File: config.mk
export PLATFORM = sky130hd
export DESIGN_NAME = processor_fetch_queue
export DESIGN_NICKNAME = d
export VERILOG_FILES = /design/src/rtl/processor_fetch_queue.sv
export SDC_FILE = /design/constraint.sdc
export NUM_CORES = 1
export LEC_CHECK = 0
export CAP_MARGIN = 40
export CORE_ASPECT_RATIO = 1.75
export CORE_MARGIN = 10
export CORE_UTILIZATION = 50
export CTS_CLUSTER_SIZE = 12
export DETAILED_ROUTE_END_ITERATION = 10
export PLACE_DENSITY = 0.68
export SYNTH_ARGS = -nofsm -noshare
export SYNTH_HDL_FRONTEND = slang
export SYNTH_SLANG_ARGS = --single-unit
File: constraint.sdc
create_clock -name clock -period 8.6 [get_ports clock]
set_input_delay 2.58 -clock clock [delete_from_list [all_inputs] [get_ports clock]]
set_output_delay 2.58 -clock clock [all_outputs]
set_load 0.005 [all_outputs]
File: src/rtl/processor_fetch_queue.sv
// -----------------------------------------------------------------------------
// processor_fetch_queue
//
// Instruction-fetch stage with a prefetch queue. It issues in-order reads to
// program memory ahead of decode and absorbs variable memory latency through a
// request/response handshake. Each returned word is queued together with its
// address and address+1. A redirect (call/jump) flushes the queue and marks
// the reads still in flight as stale, so their responses are dropped.
//
// Optional feature: define FETCH_QUEUE_STATS_EN to add the stat_fetched and
// stat_flushed counters and ports.
//
// Ports:
//   clock            in   system clock, rising edge
//   reset            in   asynchronous active-low reset
//   code_addr        out  program-memory read address (current fetch ip)
//   code_req         out  read request valid
//   code_ack         in   memory accepted the request this cycle
//   code_rdata       in   returned instruction word
//   code_rvalid      in   response valid; responses come back in request order
//   ip_to_call       in   redirect target
//   call_performed   in   one-cycle redirect strobe
//   out_valid        out  queue head valid (registered)
//   out_ready        in   decode consumes the head
//   instr_out        out  head instruction (registered)
//   ip_out           out  head address (registered)
//   ip_plus_one_out  out  head address + 1, modulo 2^ADDR_SIZE (registered)
//   stat_fetched     out  [FETCH_QUEUE_STATS_EN] entries popped by decode
//   stat_flushed     out  [FETCH_QUEUE_STATS_EN] entries and responses flushed
// -----------------------------------------------------------------------------
module processor_fetch_queue #(
    parameter int ADDR_SIZE       = 18,
    parameter int WORD_SIZE       = 18,
    parameter int DEPTH           = 4,
    parameter int MAX_OUTSTANDING = 2
) (
    input  logic                 clock,
    input  logic                 reset,
    output logic [ADDR_SIZE-1:0] code_addr,
    output logic                 code_req,
    input  logic                 code_ack,
    input  logic [WORD_SIZE-1:0] code_rdata,
    input  logic                 code_rvalid,
    input  logic [ADDR_SIZE-1:0] ip_to_call,
    input  logic                 call_performed,
    output logic                 out_valid,
    input  logic                 out_ready,
    output logic [WORD_SIZE-1:0] instr_out,
    output logic [ADDR_SIZE-1:0] ip_out,
    output logic [ADDR_SIZE-1:0] ip_plus_one_out
`ifdef FETCH_QUEUE_STATS_EN
    ,
    output logic [31:0]          stat_fetched,
    output logic [31:0]          stat_flushed
`endif
);

    localparam int PW = $clog2(DEPTH);
    localparam int CW = PW + 1;
    localparam int SW = CW + 1;
    localparam int OW = (MAX_OUTSTANDING > 1) ? $clog2(MAX_OUTSTANDING) : 1;
    localparam int EW = WORD_SIZE + 2 * ADDR_SIZE;

    // Address-FIFO pointer increment; MAX_OUTSTANDING need not be a power of two.
    function automatic logic [OW-1:0] af_ptr_inc(input logic [OW-1:0] ptr);
        if (ptr == OW'(MAX_OUTSTANDING - 1)) begin
            return {OW{1'b0}};
        end else begin
            return ptr + 1'b1;
        end
    endfunction

    // State registers
    logic [ADDR_SIZE-1:0] fetch_ip_r;
    logic [PW-1:0]        rd_ptr_r;
    logic [PW-1:0]        wr_ptr_r;
    logic [CW-1:0]        count_r;
    logic [CW-1:0]        inflight_r;
    logic [CW-1:0]        discard_r;
    logic                 req_ok_r;
    logic [EW-1:0]        queue_mem_r [DEPTH];
    logic [ADDR_SIZE-1:0] addr_fifo_r [MAX_OUTSTANDING];
    logic [OW-1:0]        af_rd_r;
    logic [OW-1:0]        af_wr_r;
    logic                 out_valid_r;
    logic [WORD_SIZE-1:0] instr_r;
    logic [ADDR_SIZE-1:0] ip_r;
    logic [ADDR_SIZE-1:0] ip_plus_one_r;

    // Next-state / decode signals
    logic                 req_accept_s;
    logic                 rsp_legal_s;
    logic                 push_s;
    logic                 pop_s;
    logic [ADDR_SIZE-1:0] rsp_addr_s;
    logic [EW-1:0]        push_entry_s;
    logic [EW-1:0]        head_next_s;
    logic [PW-1:0]        rd_next_s;
    logic [PW-1:0]        wr_next_s;
    logic [CW-1:0]        count_next_s;
    logic [CW-1:0]        inflight_next_s;
    logic [CW-1:0]        discard_next_s;
    logic [ADDR_SIZE-1:0] fetch_next_s;
    logic [SW-1:0]        occupancy_next_s;
    logic                 req_ok_next_s;

    assign code_addr       = fetch_ip_r;
    // The request permission is precomputed from next-state occupancy; only the
    // redirect strobe gates it combinationally so no read is issued in that cycle.
    assign code_req        = req_ok_r & ~call_performed;
    assign out_valid       = out_valid_r;
    assign instr_out       = instr_r;
    assign ip_out          = ip_r;
    assign ip_plus_one_out = ip_plus_one_r;

    // Next-state computation for queue, in-flight tracking and head register.
    always_comb begin
        req_accept_s = code_req & code_ack;
        // A response with nothing in flight violates the protocol and is ignored.
        rsp_legal_s  = code_rvalid & (inflight_r != {CW{1'b0}});
        push_s       = rsp_legal_s & (discard_r == {CW{1'b0}}) & ~call_performed;
        pop_s        = out_valid_r & out_ready & ~call_performed;
        rsp_addr_s   = addr_fifo_r[af_rd_r];
        push_entry_s = {code_rdata, rsp_addr_s, rsp_addr_s + 1'b1};

        inflight_next_s = inflight_r + CW'(req_accept_s) - CW'(rsp_legal_s);

        if (call_performed) begin
            rd_next_s      = {PW{1'b0}};
            wr_next_s      = {PW{1'b0}};
            count_next_s   = {CW{1'b0}};
            fetch_next_s   = ip_to_call;
            // Every read still outstanding after this edge is stale, including
            // reads already marked for discard by an earlier redirect.
            discard_next_s = inflight_r - CW'(rsp_legal_s);
        end else begin
            rd_next_s    = rd_ptr_r + PW'(pop_s);
            wr_next_s    = wr_ptr_r + PW'(push_s);
            count_next_s = count_r + CW'(push_s) - CW'(pop_s);
            if (req_accept_s) begin
                fetch_next_s = fetch_ip_r + 1'b1;
            end else begin
                fetch_next_s = fetch_ip_r;
            end
            if (rsp_legal_s && (discard_r != {CW{1'b0}})) begin
                discard_next_s = discard_r - 1'b1;
            end else begin
                discard_next_s = discard_r;
            end
        end

        // When the queue is empty after a pop, the next head is the word being
        // written this cycle; it becomes visible one cycle after rvalid.
        if (push_s && (wr_ptr_r == rd_next_s)) begin
            head_next_s = push_entry_s;
        end else begin
            head_next_s = queue_mem_r[rd_next_s];
        end

        occupancy_next_s = SW'(count_next_s) + SW'(inflight_next_s);
        req_ok_next_s    = (occupancy_next_s < SW'(DEPTH)) &&
                           (inflight_next_s < CW'(MAX_OUTSTANDING));
    end

    // Fetch pointer, queue pointers, counters and registered head outputs.
    always_ff @(posedge clock or negedge reset) begin
        if (!reset) begin
            fetch_ip_r    <= {ADDR_SIZE{1'b0}};
            rd_ptr_r      <= {PW{1'b0}};
            wr_ptr_r      <= {PW{1'b0}};
            count_r       <= {CW{1'b0}};
            inflight_r    <= {CW{1'b0}};
            discard_r     <= {CW{1'b0}};
            req_ok_r      <= 1'b0;
            out_valid_r   <= 1'b0;
            instr_r       <= {WORD_SIZE{1'b0}};
            ip_r          <= {ADDR_SIZE{1'b0}};
            ip_plus_one_r <= {ADDR_SIZE{1'b0}};
        end else begin
            fetch_ip_r  <= fetch_next_s;
            rd_ptr_r    <= rd_next_s;
            wr_ptr_r    <= wr_next_s;
            count_r     <= count_next_s;
            inflight_r  <= inflight_next_s;
            discard_r   <= discard_next_s;
            req_ok_r    <= req_ok_next_s;
            out_valid_r <= (count_next_s != {CW{1'b0}});
            if (count_next_s != {CW{1'b0}}) begin
                instr_r       <= head_next_s[EW-1 -: WORD_SIZE];
                ip_r          <= head_next_s[2*ADDR_SIZE-1 -: ADDR_SIZE];
                ip_plus_one_r <= head_next_s[ADDR_SIZE-1:0];
            end else begin
                instr_r       <= instr_r;
                ip_r          <= ip_r;
                ip_plus_one_r <= ip_plus_one_r;
            end
        end
    end

    // Queue storage: one entry written per kept response.
    always_ff @(posedge clock or negedge reset) begin
        if (!reset) begin
            for (int i = 0; i < DEPTH; i++) begin
                queue_mem_r[i] <= {EW{1'b0}};
            end
        end else begin
            if (push_s) begin
                queue_mem_r[wr_ptr_r] <= push_entry_s;
            end else begin
                queue_mem_r[wr_ptr_r] <= queue_mem_r[wr_ptr_r];
            end
        end
    end

    // Address FIFO pairing each response with the address of its request.
    // It is not cleared on redirect: stale responses still pop their entry.
    always_ff @(posedge clock or negedge reset) begin
        if (!reset) begin
            for (int i = 0; i < MAX_OUTSTANDING; i++) begin
                addr_fifo_r[i] <= {ADDR_SIZE{1'b0}};
            end
            af_rd_r <= {OW{1'b0}};
            af_wr_r <= {OW{1'b0}};
        end else begin
            if (req_accept_s) begin
                addr_fifo_r[af_wr_r] <= fetch_ip_r;
                af_wr_r              <= af_ptr_inc(af_wr_r);
            end else begin
                af_wr_r <= af_wr_r;
            end
            if (rsp_legal_s) begin
                af_rd_r <= af_ptr_inc(af_rd_r);
            end else begin
                af_rd_r <= af_rd_r;
            end
        end
    end

`ifdef FETCH_QUEUE_STATS_EN
    logic [31:0]   stat_fetched_r;
    logic [31:0]   stat_flushed_r;
    logic [SW-1:0] flush_amount_s;

    assign stat_fetched = stat_fetched_r;
    assign stat_flushed = stat_flushed_r;

    // Flushed work on a redirect: queued entries plus in-flight reads not
    // already counted as stale by an earlier redirect.
    always_comb begin
        if (call_performed) begin
            flush_amount_s = SW'(count_r) + SW'(inflight_r) - SW'(discard_r);
        end else begin
            flush_amount_s = {SW{1'b0}};
        end
    end

    // Free-running statistics counters, wrapping at 2^32.
    always_ff @(posedge clock or negedge reset) begin
        if (!reset) begin
            stat_fetched_r <= 32'd0;
            stat_flushed_r <= 32'd0;
        end else begin
            stat_fetched_r <= stat_fetched_r + 32'(pop_s);
            stat_flushed_r <= stat_flushed_r + 32'(flush_amount_s);
        end
    end
`endif

endmodule

==> results of run 1 <==
[synthesized netlist by cell type (2+ instances only)]
| master | number |
|---|---|
| mux4_2 | 98 |
| nand2_1 | 231 |
| xnor2_1 | 18 |
| o21ai_0 | 190 |
| o211ai_1 | 5 |
| buf_1 | 4 |
| o21a_1 | 3 |
| buf_4 | 10 |
| a21oi_2 | 2 |
| dfrtp_1 | 341 |
| buf_2 | 30 |
| nor2_2 | 2 |
| nand3b_1 | 2 |
| mux2i_1 | 69 |
| buf_6 | 4 |
| o21ai_1 | 21 |
| a211oi_1 | 2 |
| nor3_1 | 6 |
| inv_1 | 12 |
| mux2_1 | 6 |
| nor2b_1 | 6 |
| ha_1 | 14 |
| nand3_1 | 12 |
| mux2_2 | 59 |
| a21oi_1 | 99 |
| nand4_1 | 15 |
| or2_1 | 3 |
| nor2_1 | 99 |
| clkbuf_1 | 60 |
| and2_1 | 2 |
| and3_1 | 3 |
| nand4b_1 | 6 |
| xor2_1 | 22 |
| nand2b_1 | 3 |
| fa_1 | 2 |
[registers in the layout (all words and copies together), names as in the netlist]
name,count
af_rd_r,1
ip_plus_one_out,18
out_valid,1
count_r,3
discard_r,3
addr_fifo_r,36
instr_out,18
inflight_r,3
wr_ptr_r,2
queue_mem_r,216
rd_ptr_r,2
ip_out,18
af_wr_r,1
code_addr,18
req_ok_r,1
[stage by stage]
stage,util (%),instances
global route,58.2,1957
floorplan,-,1472
finish,58.2,1957
detailed placement,55.1,1907
CTS,58.2,1957
global placement,54.5,1899
[cell families (layout without fill, tap and decap cells)]
family                     Yosys count  in the layout  synth area share, %
adders and majority gates           16             16                 1.29
xor gates and xnor gates            40             40                 2.11
and+or+nand+nor                    396            396                 9.99
DFF                                341            341                 51.3
muxes                              232            232                 21.8
AOI/OAI and AO/OA                  326            326                 10.1
buffers and inverters              121            201                 3.36
[tightest hold or removal path, delay by kind of cell (launching register included)]
kind | cells | cell delay, ns
AO/OA/AOI/OAI | 1 | 0.06
AND/OR/NAND/NOR | 1 | 0.04
flip-flops | 1 | 0.34
[cell type report]
class / count / area [sq um] / area share (%)
flip-flops and latches: 341 / 8540 / 44.6
clock buffers: 50 / 1030 / 5.40
repair buffers: 138 / 1460 / 7.60
inverters: 13 / 48.8 / 0.255
multi-input cells: 1010 / 7570 / 39.5
well taps: 405 / 507 / 2.64
[routing by layer]
layer / up-vias / wire length (um)
li1: 5360 / -
met1: 5706 / 15600
met2: 235 / 21200
met3: 68 / 1520
met4: 0 / 1300
met5: - / 0
[power by group]
| part | leakage [nW] | total (mW) | switching [mW] | internal [mW] |
|---|---|---|---|---|
| clock | 0.507 | 1.42 | 0.592 | 0.824 |
| sequential | 3.88 | 2.48 | 0.368 | 2.11 |
| combinational | 3.82 | 2.01 | 1.00 | 1.01 |
| total | 8.21 | 5.91 | 1.96 | 3.95 |
[final timing paths]
kind	depth (start not counted)	from	endpoint
worst min register to register	2	instr_out[7]$_DFFE_PN0P_	instr_out[7]$_DFFE_PN0P_
min in group asynchronous	1	reset	ip_plus_one_out[13]$_DFFE_PN0P_
worst max-delay path	3	call_performed	code_req
worst min-delay path	2	instr_out[7]$_DFFE_PN0P_	instr_out[7]$_DFFE_PN0P_
max in group asynchronous	2	reset	wr_ptr_r[0]$_DFF_PN0_
worst max register to register	14	discard_r[0]$_DFFE_PN0P_	instr_out[0]$_DFFE_PN0P_
==> flow_summary.toml, run 1 <==
[clock_tree]
tritoncts = "yes"
clock_latency_ns = 0.53
clockRootBuffer = "clkbuf_16"
cts-htree-levels = 2
holdBufCountCts = 0
numCtsBuffers = 35
clkTransAtPathRegs_ns = 0.06
cts_setup_buffers = 0
clock_path_buffers = 3
cts_sinks = 341
cts_resized = 0

[worst_setup_path]
end_kind = "output port"
startpoint_type = "primary input"
critPathTopFamily = "buffers and inverters"
crit_required_ns = 6.02
worstSetupPathType = "primary input to output port"
critPathBufInv = 2
crit_path_max_fanout = 54
cp_slowest_cell = "buf_2"
critPathArrivalTime_ns = 3.93
reg2reg_setup_slack_ns = 4.91
cp_cell_sequence = "buf_2 > nor2b_1 > clkdlybuf4s50_1"
max_stage_delay_ns = 0.66

[timing]
setup_ws_ns = 2.09
worst_pin_slew_ns = 1.05
finalSetupTns_ns = 0
max_freq_ghz = 0.154
max-slew-margin-rel_pct = 30.1
period_minus_slack_ns = 6.51
setup_viol = 0
fin_skew_ns = 0.0137
rsz0062_at_grt = "false"
slew_violations = 0
hold_slack_ns = 0.473
finalHoldViolCount = 0
period_share_pct = 75.7

[drt]
final_antenna_net_count = 0
routed_wl_mm = 39.7
drt_iter0_markers = 656
drtPass1Iterations = 5
wl_per_cell_um = 20.3
vias = 11400
drc = 0
vias_per_cell = 5.81

[floorplanning]
dieArea_sq_mm = 0.0412
die_h_um = 261
ios = 116
start_util_pct = 50.5
chipWidth_um = 158
core_sq_mm = 0.0329
num_rows = 88

[yosys]
synth.avg_cell_area_sq_um = 11.3
syn-cell-area_sq_mm = 0.0166
ys_warn_count = 0
synth-seq-area-share_pct = 51.3
synth_ff_type = "dfrtp_1"
synth_top_area_share_pct = 51.3
async_flop_share_pct = 100
synth_top_area_cell = "dfrtp_1"
synth_edf_count = 0
synth_cell_types = 46
ys_ff_latch = 341
synthTopCellsByArea = "dfrtp_1 51%, mux4_2 13%, o21ai_0 5.7%"
synthesis.nets = 1530
syn_inst = 1472

[final_layout]
layout_common_cells = "339 x dfrtp_1, 231 x nand2_1, 190 x o21ai_0, 113 x clkdlybuf4s50_1"
syn_to_final_growth_pct = 15.2
mostFrequentLayoutCell = "dfrtp_1"
diodes = 0
drive_above_1_share_pct = 15.5
nNetsFinal = 1597
finalInstanceArea_sq_mm = 0.0192
fill_cells = 2719

[global_route]
met2_usage_pct = 35.2
grt_overflow = 0
grt_pass1_vias = 11900
use_met1_pct = 23.5
grt.busiest_layer = "met2"
grt_first_pass_wirelength_mm = 64.4
antenna_found_initial = 0
grt_usage_pct = 19.7
grt_max_degree = 187
grt.met3_usage_pct = 2.96

[power]
totalPowerFinal_mw = 5.91
ir_drop_mv = 0.170
p_leak_nw = 8.21
power_density_mw_per_mm2 = 308

[placed_design]
io_buffers = 115
gp_congestion = 0.795
dpl_cell_area_sq_mm = 0.0181
dp_slack_ns = 2.09
dpl.hpwl_mm = 25.5

[flow_run]
drv_cap = 0

[worst_hold_path]
hold_class = "flip-flop to flip-flop"

[status]
status = "complete, no violations"
(Power assumes the default switching activity.)
==> run 2: changes to the inputs <==
==> constraint.sdc (replaced) <==
create_clock -name clock -period 6.53 [get_ports clock]
set_input_delay 1.959 -clock clock [delete_from_list [all_inputs] [get_ports clock]]
set_output_delay 1.959 -clock clock [all_outputs]
set_load 0.005 [all_outputs]
==> flow_summary.toml, run 2 (synthesized netlist as in run 1, its figures left out) <==
[clock_tree]
clock_latency_ns = 0.52
cts_resized = 0
numCtsBuffers = 35
tritoncts = "yes"
cts-htree-levels = 2
cts_setup_buffers = 0
clkTransAtPathRegs_ns = 0.06
holdBufCountCts = 0
clockRootBuffer = "clkbuf_16"
cts_sinks = 341
clock_path_buffers = 3

[final_layout]
largest_registers = "queue_mem_r x216, addr_fifo_r x36"
drive_above_1_share_pct = 15.5
fill_cells = 2733
mostFrequentLayoutCell = "dfrtp_1"
diodes = 0
fin_util_pct = 58.2
syn_to_final_growth_pct = 15.2
layout_common_cells = "339 x dfrtp_1, 231 x nand2_1, 190 x o21ai_0, 113 x clkdlybuf4s50_1"
largest_reg_flops = 216
finalNonFillerCells = 1955
nNetsFinal = 1598
largest-register = "queue_mem_r"

[global_route]
grt_overflow = 0
antenna_found_initial = 0
grt_pass1_vias = 12000
grt_max_degree = 129
grt_first_pass_wirelength_mm = 64.6
grt_usage_pct = 19.7

[timing]
fin_skew_ns = 0.0146
finalSetupTns_ns = 0
rsz0062_at_grt = "false"
period_minus_slack_ns = 5.27
finalHoldViolCount = 0
max-slew-margin-rel_pct = 30.4
period_share_pct = 80.8
setup_ws_ns = 1.26
worst_pin_slew_ns = 1.04
slew_violations = 0
setup_viol = 0
max_freq_ghz = 0.190

[worst_setup_path]
startpoint_type = "primary input"
critPathArrivalTime_ns = 3.31
crit_path_max_fanout = 54
end_kind = "output port"
crit_required_ns = 4.57
worstSetupPathType = "primary input to output port"

[power]
power_density_mw_per_mm2 = 405
ir_drop_mv = 0.215
p_leak_nw = 8.20

[floorplanning]
start_util_pct = 50.5
num_rows = 88
ios = 116
dieArea_sq_mm = 0.0412
core_sq_mm = 0.0329
die_h_um = 261
chipWidth_um = 158

[placed_design]
io_buffers = 115
dp_cells = 1908
dp_slack_ns = 0.931
gp_congestion = 0.816
dpl.hpwl_mm = 26.0

[drt]
vias_per_cell = 5.86
vias = 11500
routed_wl_mm = 40.0
drt_iter0_markers = 617
wl_per_cell_um = 20.4
drc = 0
drtPass1Iterations = 5
final_antenna_net_count = 0

[flow_run]
drv_cap = 0

[worst_hold_path]
hold_class = "flip-flop to flip-flop"

[status]
status = "complete, no violations"
==> run 2: changes by cell type in the layout (fill, tap and decap cells not counted), sizes merged <==
cell | previous run | this run
clkbuf | 50 | 46
buf | 25 | 26
inv | 13 | 14
==> run 2: critical path, cell delays in order <==
cell and delay, ns:
buf_2 0.66, nor2b_1 0.17, clkdlybuf4s50_1 0.51
==> run 2: final cells by class <==
cell class	instances	area (sq um)	share of cell area, %
clock buffer	46	1000	5.22
clock inverter	1	8.76	0.0457
inverter	13	48.8	0.255
multi-input combinational	1010	7570	39.5
sequential	341	8540	44.6
tap	405	507	2.64
timing repair buffer	139	1490	7.76
==> run 2: layer usage <==
layer	global-route usage, %	vias up	routed length (um)
met5	0	-	0
met4	7.90	0	1370
met3	2.76	68	1740
met2	35.3	262	21000
met1	23.1	5768	15900
li1	-	5353	-
==> run 2: stage by stage <==
stage               hold slack [ns]  power (mW)  instance area [sq um]
floorplan                     0.444        4.89                  16600
CTS                           0.483        7.86                  19200
detailed placement            0.470        6.00                  18200
finish                        0.476        7.77                  19200
global route                  0.500        8.27                  19200
global placement              0.457        5.85                  18000
==> run 2: final timing paths <==
path | from | end | slack [ns] | depth (start not counted)
setup / recovery | call_performed | code_req | 1.26 | 3
hold / removal | instr_out[8]$_DFFE_PN0P_ | instr_out[8]$_DFFE_PN0P_ | 0.48 | 2
setup reg to reg | discard_r[0]$_DFFE_PN0P_ | instr_out[0]$_DFFE_PN0P_ | 2.86 | 14
hold reg to reg | instr_out[8]$_DFFE_PN0P_ | instr_out[8]$_DFFE_PN0P_ | 0.48 | 2
max in group asynchronous | reset | ip_plus_one_out[7]$_DFFE_PN0P_ | 3.83 | 2
min in group asynchronous | reset | queue_mem_r[69]$_DFFE_PN0P_ | 1.51 | 1
==> run 2: power by group <==
group	leakage, nW	switching, mW	internal (mW)	total (mW)
clock network	0.495	0.790	1.06	1.85
registers	3.88	0.502	2.78	3.28
logic	3.83	1.30	1.33	2.63
